**src/rtl/inta_sequencer_pkg.sv**
```systemverilog
// Shared types and helpers for the 8259A-style INTA sequencer.
// Holds the sequencer state set, default bus constants and the acknowledge byte formatter.
package inta_sequencer_pkg;

    typedef enum logic [2:0] {
        ST_IDLE,
        ST_P1,
        ST_G1,
        ST_P2,
        ST_G2,
        ST_P3
    } state_t;

    localparam logic [7:0] CALL_OPCODE_DEF    = 8'hCD;
    localparam logic [2:0] SPURIOUS_LEVEL_DEF = 3'd7;

    // Byte driven during INTA pulse pulse_idx (1..3); 0 when nothing is driven.
    function automatic logic [7:0] format_vector(
        input logic       mode,
        input logic       adi,
        input logic [2:0] icw1_addr,
        input logic [7:0] icw2,
        input logic [2:0] level,
        input logic [1:0] pulse_idx
    );
        logic [7:0] v;
        v = 8'h00;
        case (pulse_idx)
            2'd1: v = mode ? 8'h00 : CALL_OPCODE_DEF;
            2'd2: begin
                if (mode)
                    v = {icw2[7:3], level};
                else if (adi)
                    v = {icw1_addr, level, 2'b00};
                else
                    v = {icw1_addr[2:1], level, 3'b000};
            end
            2'd3:    v = icw2;
            default: v = 8'h00;
        endcase
        return v;
    endfunction

endpackage

```
**src/rtl/inta_sequencer_edge.sv**
```systemverilog
// INTA edge detector: one-cycle fall and rise pulses from the synchronous inta_n.
// The register idles high so a low inta_n at reset release reads as a fresh fall.
module inta_edge_detect (
    input  logic clk,
    input  logic reset,
    input  logic inta_n,
    output logic fall,
    output logic rise
);

    logic inta_q;

    always_ff @(posedge clk or negedge reset) begin
        if (!reset)
            inta_q <= 1'b1;
        else
            inta_q <= inta_n;
    end

    assign fall = inta_q & ~inta_n;
    assign rise = ~inta_q & inta_n;

endmodule

```
**src/rtl/inta_sequencer.sv**
```systemverilog
// INTA sequencer: raises INT, follows the 2/3-pulse acknowledge train, freezes the
// winning level at the first pulse, drives vector/CALL bytes and strobes ISR set/AEOI.
module inta_sequencer
    import inta_sequencer_pkg::*;
#(
    parameter logic [7:0] CALL_OPCODE    = CALL_OPCODE_DEF,
    parameter logic [2:0] SPURIOUS_LEVEL = SPURIOUS_LEVEL_DEF
) (
    input  logic       clk,
    input  logic       reset,
    input  logic       int_pending,
    input  logic [2:0] highest_priority,
    input  logic       inta_n,
    input  logic       mode_8086,
    input  logic       aeoi,
    input  logic       adi,
    input  logic [2:0] icw1_addr,
    input  logic [7:0] icw2,
    output logic       int_out,
    output logic [7:0] data_out,
    output logic       data_oe,
    output logic       isr_set,
    output logic [2:0] isr_index,
    output logic       auto_eoi,
    output logic       busy
);

    state_t     state, state_nxt;
    logic       fall, rise;
    logic       mode_l;
    logic [2:0] level_l;
    logic       spur_l;

    logic       capture;
    logic       seq_end;
    logic       mode_eff;
    logic [1:0] pulse_nxt;
    logic       oe_nxt;
    logic [7:0] data_nxt;
    logic       int_nxt;

    inta_edge_detect u_edge (
        .clk    (clk),
        .reset  (reset),
        .inta_n (inta_n),
        .fall   (fall),
        .rise   (rise)
    );

    always_ff @(posedge clk or negedge reset) begin
        if (!reset)
            state <= ST_IDLE;
        else
            state <= state_nxt;
    end

    always_comb begin
        state_nxt = state;
        capture   = 1'b0;
        seq_end   = 1'b0;
        case (state)
            ST_IDLE: if (fall) begin
                state_nxt = ST_P1;
                capture   = 1'b1;
            end
            ST_P1: if (rise) state_nxt = ST_G1;
            ST_G1: if (fall) state_nxt = ST_P2;
            ST_P2: if (rise) begin
                if (mode_l) begin
                    state_nxt = ST_IDLE;
                    seq_end   = 1'b1;
                end else begin
                    state_nxt = ST_G2;
                end
            end
            ST_G2: if (fall) state_nxt = ST_P3;
            ST_P3: if (rise) begin
                state_nxt = ST_IDLE;
                seq_end   = 1'b1;
            end
            default: state_nxt = ST_IDLE;
        endcase

        // The first pulse byte is formed before mode_l is loaded, so use the live pin then.
        mode_eff = capture ? mode_8086 : mode_l;

        case (state_nxt)
            ST_P1:   pulse_nxt = 2'd1;
            ST_P2:   pulse_nxt = 2'd2;
            ST_P3:   pulse_nxt = 2'd3;
            default: pulse_nxt = 2'd0;
        endcase

        oe_nxt = (pulse_nxt == 2'd2) || (pulse_nxt == 2'd3) ||
                 ((pulse_nxt == 2'd1) && !mode_eff);

        if (!oe_nxt)
            data_nxt = 8'h00;
        else if (pulse_nxt == 2'd1)
            data_nxt = CALL_OPCODE;
        else
            data_nxt = format_vector(mode_eff, adi, icw1_addr, icw2, level_l, pulse_nxt);

        int_nxt = (state == ST_IDLE) && !fall && int_pending;
    end

    always_ff @(posedge clk or negedge reset) begin
        if (!reset) begin
            mode_l   <= 1'b1;
            level_l  <= 3'd0;
            spur_l   <= 1'b0;
            int_out  <= 1'b0;
            data_out <= 8'h00;
            data_oe  <= 1'b0;
            isr_set  <= 1'b0;
            auto_eoi <= 1'b0;
        end else begin
            if (capture) begin
                mode_l  <= mode_8086;
                level_l <= int_pending ? highest_priority : SPURIOUS_LEVEL;
                spur_l  <= ~int_pending;
            end
            int_out  <= int_nxt;
            data_out <= data_nxt;
            data_oe  <= oe_nxt;
            isr_set  <= capture & int_pending;
            auto_eoi <= seq_end & aeoi & ~spur_l;
        end
    end

    assign isr_index = level_l;
    assign busy      = (state != ST_IDLE);

endmodule

```
**config.mk**
```make
export PLATFORM = sky130hd
export DESIGN_NAME = inta_sequencer
export DESIGN_NICKNAME = d
export VERILOG_FILES = /design/src/rtl/inta_sequencer_pkg.sv /design/src/rtl/inta_sequencer_edge.sv /design/src/rtl/inta_sequencer.sv
export SDC_FILE = /design/constraint.sdc
export NUM_CORES = 1
export LEC_CHECK = 0
export BUFFER_PORTS_ARGS = -buffer_cell sky130_fd_sc_hd__buf_4
export CAP_MARGIN = 20
export CELL_PAD_IN_SITES_DETAIL_PLACEMENT = 0
export CELL_PAD_IN_SITES_GLOBAL_PLACEMENT = 1
export CORE_MARGIN = 5
export CORE_UTILIZATION = 31
export DETAILED_ROUTE_END_ITERATION = 10
export PLACE_DENSITY = 0.76
export SETUP_SLACK_MARGIN = 0.15
export SYNTH_ARGS = -nofsm -noshare
export SYNTH_HDL_FRONTEND = slang
export SYNTH_SLANG_ARGS = --single-unit
```
**constraint.sdc**
```tcl
create_clock -name clk -period 1.4 [get_ports clk]
set_input_delay 0.07 -clock clk [delete_from_list [all_inputs] [get_ports clk]]
set_output_delay 0.07 -clock clk [all_outputs]
set_load 0.005 [all_outputs]
```
-- Word-level counts from Yosys, hierarchy flattened
Index checks and enable logic that the tools add are counted.
- register bits after elaboration: 21
- bits of input ports: 21
- logic and storage cells: 61
- output and inout port bits: 16
- bitwise operators: 9
- muxes and demuxes: 22
- equal/unequal tests: 11
- reduce and logical (&&, ||, !) cells: 9
- operator list (operator ; number):
    2-to-1 mux 3 bit ; 8
    2-to-1 mux 8 bit ; 3
    case mux 3 bit (6 select lines) ; 1
    case mux 8 bit (2 select lines) ; 1
    == test 3 x 2 -> 1 bit (second input constant) ; 3
    == test 3 bit (second input constant) ; 3
    == test 3 x 1 -> 1 bit (second input constant) ; 2
    2-to-1 mux 1 bit ; 6
    2-to-1 mux 6 bit ; 1
    case mux 2 bit (3 select lines) ; 1
    bitwise AND 1 bit ; 5
    == test 2 bit (second input constant) ; 2
    NOT 1 bit ; 4
    logical AND 1 bit ; 3
    logical NOT 3 bit ; 1
    nonzero test 3 bit ; 1
    == test 2 x 1 -> 1 bit (second input constant) ; 1
    logical NOT 1 bit ; 2
    logical OR 1 bit ; 2
    case mux 1 bit (2 select lines) ; 1

-- Longest topological paths before layout
Gate-level depths: netlist of the first run.
- depth after elaboration: 10
- mapped depth: 7
- mapped depth without buffers: 6

-- Hierarchy
Synthesis of the first run repeated with hierarchy kept, for this count alone.
- cells, all modules: 84
- area, all modules: 996.0 µm²
- by module, submodules not included (module ; area each (µm²) ; cells an instance ; sequential area each (µm²) ; instances):
    inta_sequencer ; 954.7 ; 81 ; 501.7 ; 1
    inta_edge_detect ; 41.3 ; 3 ; 26.3 ; 1

-- Worst setup path before layout of the first run
No wires, ideal clock.
- path type: register to register
- start: reg u_edge.inta_q
- end: reg data_out[2]
- period minus slack after synthesis: 1.475 ns
- data required time: 1.279 ns
- setup slack: -0.075 ns
- arrival: 1.355 ns
- path buffers: 0
- stages on the path, launching flop included: 6
- path through: dfstp_2 > and2b_1 > nand2_2 > mux2i_4 > mux2i_1 > a22o_1
- longest elaborated chain between the ends: 10
- elaborated cells on any way between the ends: 28
- classes of those cells: eq/ne: 6; mux: 15; bitwise: 3; reduce/logical: 4
- ends and longest elaborated chain (what ; line ; RTL):
    start: declaration ; inta_sequencer_edge.sv:11 ; logic inta_q;
    start signal: assignment ; inta_sequencer_edge.sv:17 ; inta_q <= inta_n;
    NOT 1 bit ; inta_sequencer_edge.sv:21 ; assign rise = ~inta_q & inta_n;
    bitwise AND 1 bit ; inta_sequencer_edge.sv:21 ;
    2-to-1 mux 3 bit (on tied branches) ; inta_sequencer.sv:77, inta_sequencer.sv:66, inta_sequencer.sv:68 ;
    case mux 3 bit (6 select lines) ; inta_sequencer.sv:61 ; case (state)
    == test 3 bit (tied with other cells) ; inta_sequencer.sv:87 ; case (state_nxt)
    case mux 2 bit (3 select lines) ; inta_sequencer.sv:87 ;
    == test 2 bit or == test 2 x 1 -> 1 bit (tied branches) ; - ;
    case mux 8 bit (2 select lines) (tied with other cells) ; inta_sequencer_pkg.sv:28 ; case (pulse_idx)
    2-to-1 mux 8 bit or logical OR 1 bit (tied branches) ; inta_sequencer.sv:99, inta_sequencer.sv:94 ;
    2-to-1 mux 8 bit * ; inta_sequencer.sv:97 ; if (!oe_nxt)
    net data_nxt[2] ; inta_sequencer.sv:39 ; logic [7:0] data_nxt;
    end signal: assignment ; inta_sequencer.sv:124 ; data_out <= data_nxt;
    end: declaration ; inta_sequencer.sv:20 ; output logic [7:0] data_out,
Mark *: on every way through the listed nets, which the timed path passes. The rest lies on a longest branch.
A chain may end at the register's enable or synchronous reset.

-- Worst setup path in the final report of the first run
Same ends and word-level chain as after synthesis.

==> metrics.cfg, run 1 <==
[run_status]
status=finished, violations left
violations=negative hold slack, negative setup slack

[routing]
routed_wl_um=3097
dr.pass1.iters=4
vias=1018
drc=0
drtIter0Drc=23
detail_route.wl_per_cell_um=14.96
final_antenna_net_count=0
viasPerCell=4.918

[die]
core_area_um2=3028
start_util_pct=32.11
fp.dieW_um=66
die_area_um2=4356
die_h_um=66
num_io_pins=37
row_count=20

[placement]
place_hpwl_um=1997
place_ws_ns=-0.1759
dp.cells=187
place.gp.congestion=0.8241
port_buffers=36

[setup_path]
worstSetupPathType=flop to flop
cp_data_required_time_ns=1.61
cp_max_fo=6
reg2reg_to=data_out[2]$_DFF_PN0_
r2r-start=u_edge.inta_q$_DFF_PN1_
r2r_setup_slack_ns=-0.17
cp-start-kind=flop
rr_worst_depth=5
crit_start=u_edge.inta_q$_DFF_PN1_
crit_path_end_kind=flop
cp.arrival_ns=1.78

[logic_synthesis]
seq_area_frac_synth_pct=54.31
syn_nets=116
yosys-top-cells-count=dfrtp_1 (19), nand2_1 (14), nor2_1 (9)
synth-simple-area-share_pct=18.15
async_reset_ff_share_pct=100.0
synth_area_leaders=dfrtp_1 (49%), dfstp_2 (5.4%), nand2_1 (5.4%), nor2_1 (3.5%), a32oi_1 (2.7%)
yosys.area_share.adder_pct=0
synth_compound_area_share_pct=17.89
ys.flop_type=dfrtp_1
synthMuxAreaShare_pct=4.505
synth_top_area_share_pct=48.91
synth_most_common_cell=dfrtp_1
syn-cell-area_um2=972.2
avgSynthCellArea_um2=10.23
syn_inst=95
ys_ff_latch=21
synth_top_cell_by_area=dfrtp_1
ys_types=34
yosysWarnings=0
synth_edf_count=0
synth_top_family_by_area=simple AND/OR/NAND/NOR gates
synth_xor_area_share_pct=0.9009

[power_and_ir_drop]
p_per_area_nw_per_um2=1644
p_leak_nw=0.8261
ir_worst_vdd_uv=685.7

[final_layout]
final_cells=207
drive_gt1_share_pct=54.60
syn_to_final_growth_pct=77.74
nFillCells=250
insertedDiodeCount=0
nets=185

[timing]
hold_ws_ns=-0.009821
rsz0062_at_grt=yes
worstMarginPinSlew_ns=0.3213
final.setup_skew_ns=0.008917
fin_ws_ns=-0.1717
slew_headroom_pct=78.12
period_needed_ns=1.572
final_hold_viol_count=2
setup_viol=12
timing.final.crit_share_pct=112.3
drv_slew=0
max_freq_mhz=636.3

[grt]
grt_start_max_net_pins=22
grt_pass1_wl_um=4754
first_global_vias=991
gr-total-overflow=0
antenna_found_initial=0
track_usage_pct=14.57

[cts]
cts.sinks=21
cts_buffers=3
cts-root-buf=clkbuf_4
clkTransAtPathRegs_ns=0.13
insertion_delay_ns=0.32
tritoncts=yes
cts.path.max_buffers=2
h-tree-depth=1

[hold_path]
min_from=highest_priority[2]
min_delay_path_depth=3
worstHoldPathType=input port to flop
hold-path-endpoint=isr_index[2]$_DFFE_PN0P_

[job]
maxCapViolCount=0

## flip-flops by register name, indices dropped and copies added (netlist names)
name / count
int_out: 1
isr_index: 3
data_out: 8
mode_l: 1
auto_eoi: 1
spur_l: 1
isr_set: 1
u_edge.inta_q: 1
state: 3
data_oe: 1
## layout by cell type (no fill, tap or decap), drive strengths merged, types with 2 or more instances in the layout
master,synthesis,final
dlygate4sd3,0,7
mux2i,2,2
nor2,9,9
buf,1,59
dfrtp,19,19
a32oi,3,3
o211ai,2,2
o21ai,5,5
o2111ai,2,2
clkbuf,2,4
nor2b,2,2
dfstp,2,2
nand3,3,3
nand2,15,15
nor3,3,3
inv,6,6
a21oi,4,4
o22ai,2,2
## worst max-delay path by stage
stage               cells past startpoint                    end
finish                                  5  data_out[2]$_DFF_PN0_
global route                            5  data_out[7]$_DFF_PN0_
CTS                                     5  data_out[2]$_DFF_PN0_
detailed placement                      6  data_out[2]$_DFF_PN0_
global placement                        6  data_out[2]$_DFF_PN0_
floorplan                               5  data_out[2]$_DFF_PN0_
## kinds of logic (layout without fill, tap and decap cells)
group / count (synthesis) / after routing
compound gates: 25 / 25
xor+xnor: 1 / 1
buf+inv: 9 / 77
flops: 21 / 21
mux: 3 / 3
simple gates: 36 / 36
## worst max-delay path, cell delays in order, from the launching register on
cell,delay [ns]
dfstp_2,0.55
and2b_2,0.19
nand2_4,0.07
mux2i_4,0.31
mux2i_1,0.13
a22o_1,0.22
## cell type report
cell class              instances  area (µm²)  area share [%]
multi-input cells              65       491.7           28.46
repair buffers                 67       590.6           34.18
clock inverters                 1       5.005          0.2896
clock buffers                   3       22.52           1.303
well taps                      44       55.05           3.186
flip-flops and latches         21       528.0           30.56
inverters                       6       35.03           2.028
## routing by layer
| layer | part of all wire, % | global-route usage [%] |
|---|---|---|
| met2 | 49 | 23.90 |
| met3 | 6.0 | 2.211 |
| met4 | 1.3 | 8.376 |
| met5 | 0 | 0 |
| met1 | 43 | 18.04 |
## through the flow
step                      total power, mW  utilization, %  setup TNS [ns]  hold slack [ns]  instance area (µm²)
final                               2.841           57.07          -1.081        -0.009821                 1728
after detailed placement            2.120           46.24         -0.4005         -0.02854                 1400
after floorplan                     1.523               -        -0.02706          -0.2256                985.9
after CTS                           2.661           52.89         -0.6090          0.01141                 1602
after global routing                3.024           57.07          -1.961         0.002087                 1728
after global placement              2.109           46.24         -0.1571         -0.03450                 1400
## repair_timing
action / in CTS / in global routing
endpoints found under the hold margin: 26 / 1
buffers inserted: 5 / 2
setup endpoints to repair: 13 / 18
gates resized for setup: 21 / 22
gates cloned: 0 / 2
hold buffers: 6 / 1
pin swaps: 8 / 1
## where the power goes
part / internal, mW / total [mW] / switching [mW]
logic: 0.861 / 1.57 / 0.705
clock network: 0.107 / 0.311 / 0.204
registers: 0.812 / 0.964 / 0.152
total: 1.78 / 2.84 / 1.06
(Power assumes the default switching activity.)
==> run 2: changes to the inputs <==
--- a/config.mk
+++ b/config.mk
@@ -10,10 +10,11 @@
 export CELL_PAD_IN_SITES_DETAIL_PLACEMENT = 0
 export CELL_PAD_IN_SITES_GLOBAL_PLACEMENT = 1
 export CORE_MARGIN = 5
-export CORE_UTILIZATION = 31
+export CORE_UTILIZATION = 33
 export DETAILED_ROUTE_END_ITERATION = 10
-export PLACE_DENSITY = 0.76
+export PLACE_DENSITY = 0.78
 export SETUP_SLACK_MARGIN = 0.15
 export SYNTH_ARGS = -nofsm -noshare
 export SYNTH_HDL_FRONTEND = slang
+export SYNTH_HIERARCHICAL = 1
 export SYNTH_SLANG_ARGS = --single-unit
==> run 2 against run 1 <==
Compared with the run above:
- flip-flop and latch count is the same
- final area shrank 6.4%
- clock power down 3%
- clock-buffer cell count is 1 higher
- sequential share of layout area rose by 2.2 points
- largest power group unchanged
- synthesized area up 2.4%
- the run ends with negative setup slack left
- clock skew is 0.00058 ns higher
==> metrics.cfg, run 2 <==
[logic_synthesis]
yosysWarnings=6  ; +6
seq_area_frac_synth_pct=53.02  ; -1.3 points
avgSynthCellArea_um2=11.86  ; +16%
ys_ff_latch=21  ; unchanged
yosys-top-cells-count=dfrtp_1 (19), inv_1 (7), nor2_1 (7)
synth_most_common_cell=dfrtp_1
syn_inst=84  ; -12%
synth_compound_area_share_pct=17.59  ; -0.30 points
synth_top_cell_by_area=dfrtp_1
ys_types=34  ; unchanged
synth_xor_area_share_pct=0.8794  ; -0.022 points
synth_top_family_by_area=simple AND/OR/NAND/NOR gates
ys.flop_type=dfrtp_1
yosys.area_share.adder_pct=0  ; unchanged
async_reset_ff_share_pct=100.0  ; unchanged
syn-cell-area_um2=996.0  ; +2.4%
syn_nets=105  ; -9.5%
synthMuxAreaShare_pct=6.658  ; +2.2 points
synth_area_leaders=dfrtp_1 (48%), dfstp_2 (5.3%), mux2i_1 (4.0%), and2b_2 (3.5%), o221a_1 (3.4%)
synth_top_area_share_pct=47.74  ; -1.2 points
synth-simple-area-share_pct=17.96  ; -0.18 points
synth_edf_count=0  ; unchanged

[die]
row_count=20  ; unchanged
fp.dieW_um=64.94  ; -1.6%
num_io_pins=37  ; unchanged
start_util_pct=33.45  ; +1.3 points
core_area_um2=2978  ; -1.7%
die_h_um=64.94  ; -1.6%
die_area_um2=4217  ; -3.2%

[routing]
detail_route.wl_per_cell_um=15.70  ; +4.9%
routed_wl_um=2779  ; -10%
vias=888  ; -13%
drtIter0Drc=25  ; +8.7%
dr.pass1.iters=4  ; unchanged
viasPerCell=5.017  ; +2.0%
drc=0  ; unchanged
final_antenna_net_count=0  ; unchanged

[timing]
period_needed_ns=1.542  ; -0.03006 ns
rsz0062_at_grt=yes
fin_ws_ns=-0.1416  ; +0.03006 ns
worstMarginPinSlew_ns=0.3736  ; +0.05230 ns
final.setup_skew_ns=0.009501  ; +0.0005832 ns
setup_viol=14  ; +2
timing.final.crit_share_pct=110.1  ; -2.1 points
max_freq_mhz=648.7  ; +1.9%
drv_slew=0  ; unchanged
final_hold_viol_count=0  ; -2
slew_headroom_pct=74.87  ; -3.3 points

[grt]
track_usage_pct=13.69  ; -0.88 points
gr-total-overflow=0  ; unchanged
grt_pass1_wl_um=4340  ; -8.7%
first_global_vias=932  ; -6.0%
grt_start_max_net_pins=22  ; unchanged
antenna_found_initial=0  ; unchanged

[setup_path]
cp_data_required_time_ns=1.61  ; about the same
cp_max_fo=5  ; -1
cp-start-kind=flop
critPathMaxStageDelay_ns=0.55  ; about the same
crit_path_end_kind=flop
path_cells=and2b_2 > and2b_4 > o22ai_4 > o221a_1
cp.arrival_ns=1.75  ; -0.03 ns
worstSetupPathType=flop to flop
cp_slowest_cell=dfstp_2

[final_layout]
insertedDiodeCount=0  ; unchanged
layout_common_cells=buf_4 (45), dfrtp_1 (18), dlygate4sd3_1 (8), inv_1 (7), nand2_1 (6)
nets=166  ; -10%
nFillCells=249  ; -0.40%
final_common_cell=buf_4
final_area_um2=1618  ; -6.4%
top_register=data_out
syn_to_final_growth_pct=62.44
fin_util_pct=54.33  ; -2.7 points
largest_reg_flops=8  ; unchanged
drive_gt1_share_pct=58.33  ; +3.7 points

[job]
maxCapViolCount=0  ; unchanged

[run_status]
status=finished, violations left
violations=negative setup slack

[cts]
cts_buffers=3  ; unchanged
tritoncts=yes
cts.path.max_buffers=2  ; unchanged
insertion_delay_ns=0.31  ; about the same
cts-root-buf=clkbuf_4
h-tree-depth=1  ; unchanged
clkTransAtPathRegs_ns=0.12  ; about the same
cts.sinks=21  ; unchanged

[power_and_ir_drop]
p_per_area_nw_per_um2=1695  ; +3.1%
ir_worst_vdd_uv=404.4  ; -41%
p_leak_nw=0.7578  ; -8.3%

[hold_path]
worstHoldPathType=input port to flop

[placement]
place.gp.congestion=0.7966  ; -3.3%
place_area_um2=1379  ; -1.5%
port_buffers=36  ; unchanged
place_hpwl_um=1897  ; -5.0%

[run 2: where the power goes]
part / internal [mW] / switching, mW / total, mW / leakage, nW
Clock: 0.111 / 0.191 / 0.303 / 0.0150
Combinational: 0.831 / 0.613 / 1.44 / 0.484
Sequential: 0.833 / 0.163 / 0.995 / 0.259
[run 2: critical path, delay by kind of cell (launching register included)]
family | cells | cell delay [ns]
DFF | 1 | 0.55
AOI/OAI and AO/OA | 2 | 0.36
and+or+nand+nor | 2 | 0.52
[run 2: stage by stage]
stage / total power [mW] / hold slack (ns) / worst slack (ns) / setup TNS [ns] / instances
after CTS: 2.598 / 0.00003814 / -0.1225 / -0.7411 / 172
final: 2.742 / 0.01200 / -0.1416 / -0.8872 / 177
after global placement: 2.159 / -0.03548 / -0.07492 / -0.2235 / 158
after global routing: 2.918 / 0.001853 / -0.1543 / -1.430 / 177
after floorplan: 1.618 / -0.2256 / -0.05403 / -0.2018 / 84
after detailed placement: 2.176 / -0.03343 / -0.09965 / -0.4105 / 158
[run 2: layout make-up]
cell class                      instances  area, µm²  share of cell area (%)
Multi-Input combinational cell         54      520.5                   32.17
Inverter                                7      26.28                   1.624
Timing Repair Buffer                   58      474.2                   29.31
Tap cell                               33      41.29                   2.552
Sequential cell                        21      529.3                   32.71
Clock buffer                            4      26.28                   1.624
[run 2: kinds of logic (layout without fill, tap and decap cells)]
| kind of cell | Yosys count | after routing |
|---|---|---|
| multiplexers | 6 | 6 |
| flip-flops | 21 | 21 |
| buffers and inverters | 9 | 69 |
| AND/OR/NAND/NOR | 28 | 28 |
| AO/OA/AOI/OAI | 19 | 19 |
| XOR/XNOR | 1 | 1 |
[run 2: layer usage]
layer | vias to the layer above | global-route usage [%] | wire, µm
met5 | - | 0 | 0
met4 | 0 | 8.707 | 88
met2 | 37 | 23.37 | 1369
met1 | 427 | 14.77 | 1098
li1 | 418 | - | -
met3 | 6 | 3.813 | 223
[run 2: what timing repair did]
item                       CTS  global route
resized for setup            5            16
pin swaps                    2             6
hold buffers                 6             2
hold endpoints to repair    27             2
setup endpoints to repair   18            21
buffers inserted             4             3
[run 2: path summary, 6_finish.rpt]
| check | startpoint | cells past startpoint | end | slack [ns] |
|---|---|---|---|---|
| worst max-delay path | u_edge/inta_q$_DFF_PN1_ | 4 | data_out[3]$_DFF_PN0_ | -0.14 |
| worst min-delay path | icw2[0] | 3 | data_out[0]$_DFF_PN0_ | 0.01 |
| worst max register to register | u_edge/inta_q$_DFF_PN1_ | 4 | data_out[3]$_DFF_PN0_ | -0.14 |
| worst min register to register | spur_l$_DFFE_PN0P_ | 1 | auto_eoi$_DFF_PN0_ | 0.48 |
| max in group asynchronous | reset | 2 | u_edge/inta_q$_DFF_PN1_ | 0.98 |
| min in group asynchronous | reset | 2 | data_out[0]$_DFF_PN0_ | 0.15 |
==> run 3: changes to the inputs <==
==> constraint.sdc (replaced) <==
create_clock -name clk -period 1.4 [get_ports clk]
set_input_delay 0.07 -clock clk [delete_from_list [all_inputs] [get_ports clk]]
set_output_delay 0.07 -clock clk [all_outputs]
set_load 0.02 [all_outputs]
==> run 3 against run 2 <==
Compared with the run above:
- largest cell class unchanged
- die area is the same
- register-to-register slack barely moved
- the run still ends with negative setup slack left
- global-route usage hardly changed
- critical path type unchanged
- setup slack gained 0.0032 ns
- flip-flop and latch count unchanged
- sequential share of layout area rose by 0.31 points
- critical path depth is the same
==> metrics.cfg, run 3 (synthesis results as in run 2) <==
[power_and_ir_drop]
ir_worst_vdd_uv=411.6  ; +1.8%
p_per_area_nw_per_um2=1824  ; +7.6%
p_total_mw=2.923  ; +6.6%
p_leak_nw=0.7514  ; -0.85%

[final_layout]
seqCellArea_um2=529.3  ; unchanged
nets=165  ; -0.60%
fin_util_pct=53.82  ; -0.50 points
multiInputGateArea_um2=520.5  ; unchanged
final_common_cell=buf_4
insertedDiodeCount=0  ; unchanged
syn_to_final_growth_pct=60.93
top_register=data_out
layout_common_cells=buf_4 (46), dfrtp_1 (18), dlygate4sd3_1 (8), inv_1 (7), nand2_1 (6)
largest_reg_flops=8  ; unchanged
nFillCells=250  ; +0.40%
drive_gt1_share_pct=58.04  ; -0.29 points

[timing]
setup_tns_ns=-0.8288  ; +0.05836 ns
setup_viol=11  ; -3
final_hold_viol_count=0  ; unchanged
slew_headroom_pct=74.95  ; +0.082 points
fin_ws_ns=-0.1384  ; +0.003223 ns
timing.final.crit_share_pct=109.9  ; -0.23 points
drv_slew=0  ; unchanged
max_freq_mhz=650.0  ; +0.21%
hold_ws_ns=0.01477  ; +0.002770 ns
final.setup_skew_ns=0.007284  ; -0.002216 ns
rsz0062_at_grt=yes
period_needed_ns=1.538  ; -0.003223 ns
worstMarginPinSlew_ns=0.3724  ; -0.001213 ns

[job]
maxCapViolCount=0  ; unchanged

[cts]
h-tree-depth=1  ; unchanged
tritoncts=yes
cts-root-buf=clkbuf_4
cts.path.max_buffers=2  ; unchanged
clkTransAtPathRegs_ns=0.12  ; about the same
insertion_delay_ns=0.31  ; about the same
cts_buffers=3  ; unchanged
cts.sinks=21  ; unchanged

[grt]
antenna_found_initial=0  ; unchanged
track_usage_pct=13.73  ; +0.037 points
first_global_vias=936  ; +0.43%
gr-total-overflow=0  ; unchanged
grt_pass1_wl_um=4347  ; +0.16%
grt_start_max_net_pins=22  ; unchanged

[setup_path]
critPathMaxStageDelay_ns=0.55  ; about the same
cp_slowest_cell=dfstp_2
crit_path_end_kind=flop
worstSetupPathType=flop to flop
cp_max_fo=5  ; unchanged
path_buf_inv=0  ; unchanged
cp-start-kind=flop
critical_path.top_delay_family=flip-flops
path_cells=and2b_2 > and2b_4 > o22ai_4 > o221a_1
cp_data_required_time_ns=1.61  ; about the same
cp.arrival_ns=1.75  ; about the same

[die]
core_area_um2=2978  ; unchanged
fp.dieW_um=64.94  ; unchanged
start_util_pct=33.45  ; unchanged
num_io_pins=37  ; unchanged
die_area_um2=4217  ; unchanged
die_h_um=64.94  ; unchanged
row_count=20  ; unchanged

[routing]
drtIter0Drc=25  ; unchanged
final_antenna_net_count=0  ; unchanged
vias=878  ; -1.1%
drc=0  ; unchanged
dr.pass1.iters=4  ; unchanged
viasPerCell=4.989  ; -0.56%
routed_wl_um=2765  ; -0.50%
detail_route.wl_per_cell_um=15.71  ; about the same

[placement]
port_buffers=36  ; unchanged
place.gp.congestion=0.7966  ; unchanged
place_hpwl_um=1897  ; unchanged

[hold_path]
worstHoldPathType=input port to flop

[run_status]
violations=negative setup slack
status=finished, violations left

==> run 3: cell count changes in the layout (fill, tap and decap cells not counted), sizes merged <==
| cell | change |
|---|---|
| buf | -1 |
==> run 3: layout make-up <==
| class | count | area share (%) |
|---|---|---|
| inverters | 7 | 1.639 |
| well taps | 33 | 2.576 |
| multi-input cells | 54 | 32.47 |
| repair buffers | 57 | 28.65 |
| flip-flops and latches | 21 | 33.02 |
| clock buffers | 4 | 1.639 |
==> run 3: power breakdown <==
group | total, mW | switching [mW] | internal (mW) | leakage (nW)
Sequential | 0.992 | 0.159 | 0.832 | 0.259
Clock | 0.302 | 0.190 | 0.111 | 0.0150
Combinational | 1.63 | 0.805 | 0.824 | 0.478
Total | 2.92 | 1.15 | 1.77 | 0.751
==> run 3: final timing paths <==
kind                                         start                       to  slack (ns)  cells after the start
max                        u_edge/inta_q$_DFF_PN1_    data_out[3]$_DFF_PN0_       -0.14                      4
min                                        icw2[0]    data_out[0]$_DFF_PN0_        0.01                      3
max reg2reg                u_edge/inta_q$_DFF_PN1_    data_out[3]$_DFF_PN0_       -0.14                      4
min reg2reg                     spur_l$_DFFE_PN0P_       auto_eoi$_DFF_PN0_        0.47                      1
max in group asynchronous                    reset  u_edge/inta_q$_DFF_PN1_        0.97                      2
min in group asynchronous                    reset    data_out[0]$_DFF_PN0_        0.16                      2
==> run 3: worst min-delay path: stages <==
cell and delay, ns:
buf_4 0.11, nand2_1 0.07, a221oi_2 0.05
==> run 3: timing repair <==
item,in CTS,in global routing
buffers inserted,4,2
hold endpoints to repair,27,2
pin swaps,2,5
hold buffers,6,2
gates resized for setup,6,13
endpoints found under the setup margin,18,21
==> run 3: through the flow <==
| step | instances | cell area, µm² | setup slack [ns] |
|---|---|---|---|
| 6_report | 176 | 1603 | -0.1384 |
| 5_1_grt | 176 | 1603 | -0.1540 |
| 4_1_cts | 172 | 1529 | -0.1225 |
| 2_1_floorplan | 84 | 1027 | -0.05403 |
| 3_5_place_dp | 158 | 1379 | -0.09965 |
| 3_3_place_gp | 158 | 1379 | -0.07492 |
==> run 3: routing by layer <==
| layer | up-vias | routed length [µm] | GRT usage (%) |
|---|---|---|---|
| li1 | 418 | - | - |
| met3 | 6 | 216 | 3.813 |
| met5 | - | 0 | 0 |
| met4 | 0 | 90 | 8.707 |
| met2 | 33 | 1360 | 23.37 |
| met1 | 421 | 1097 | 14.88 |
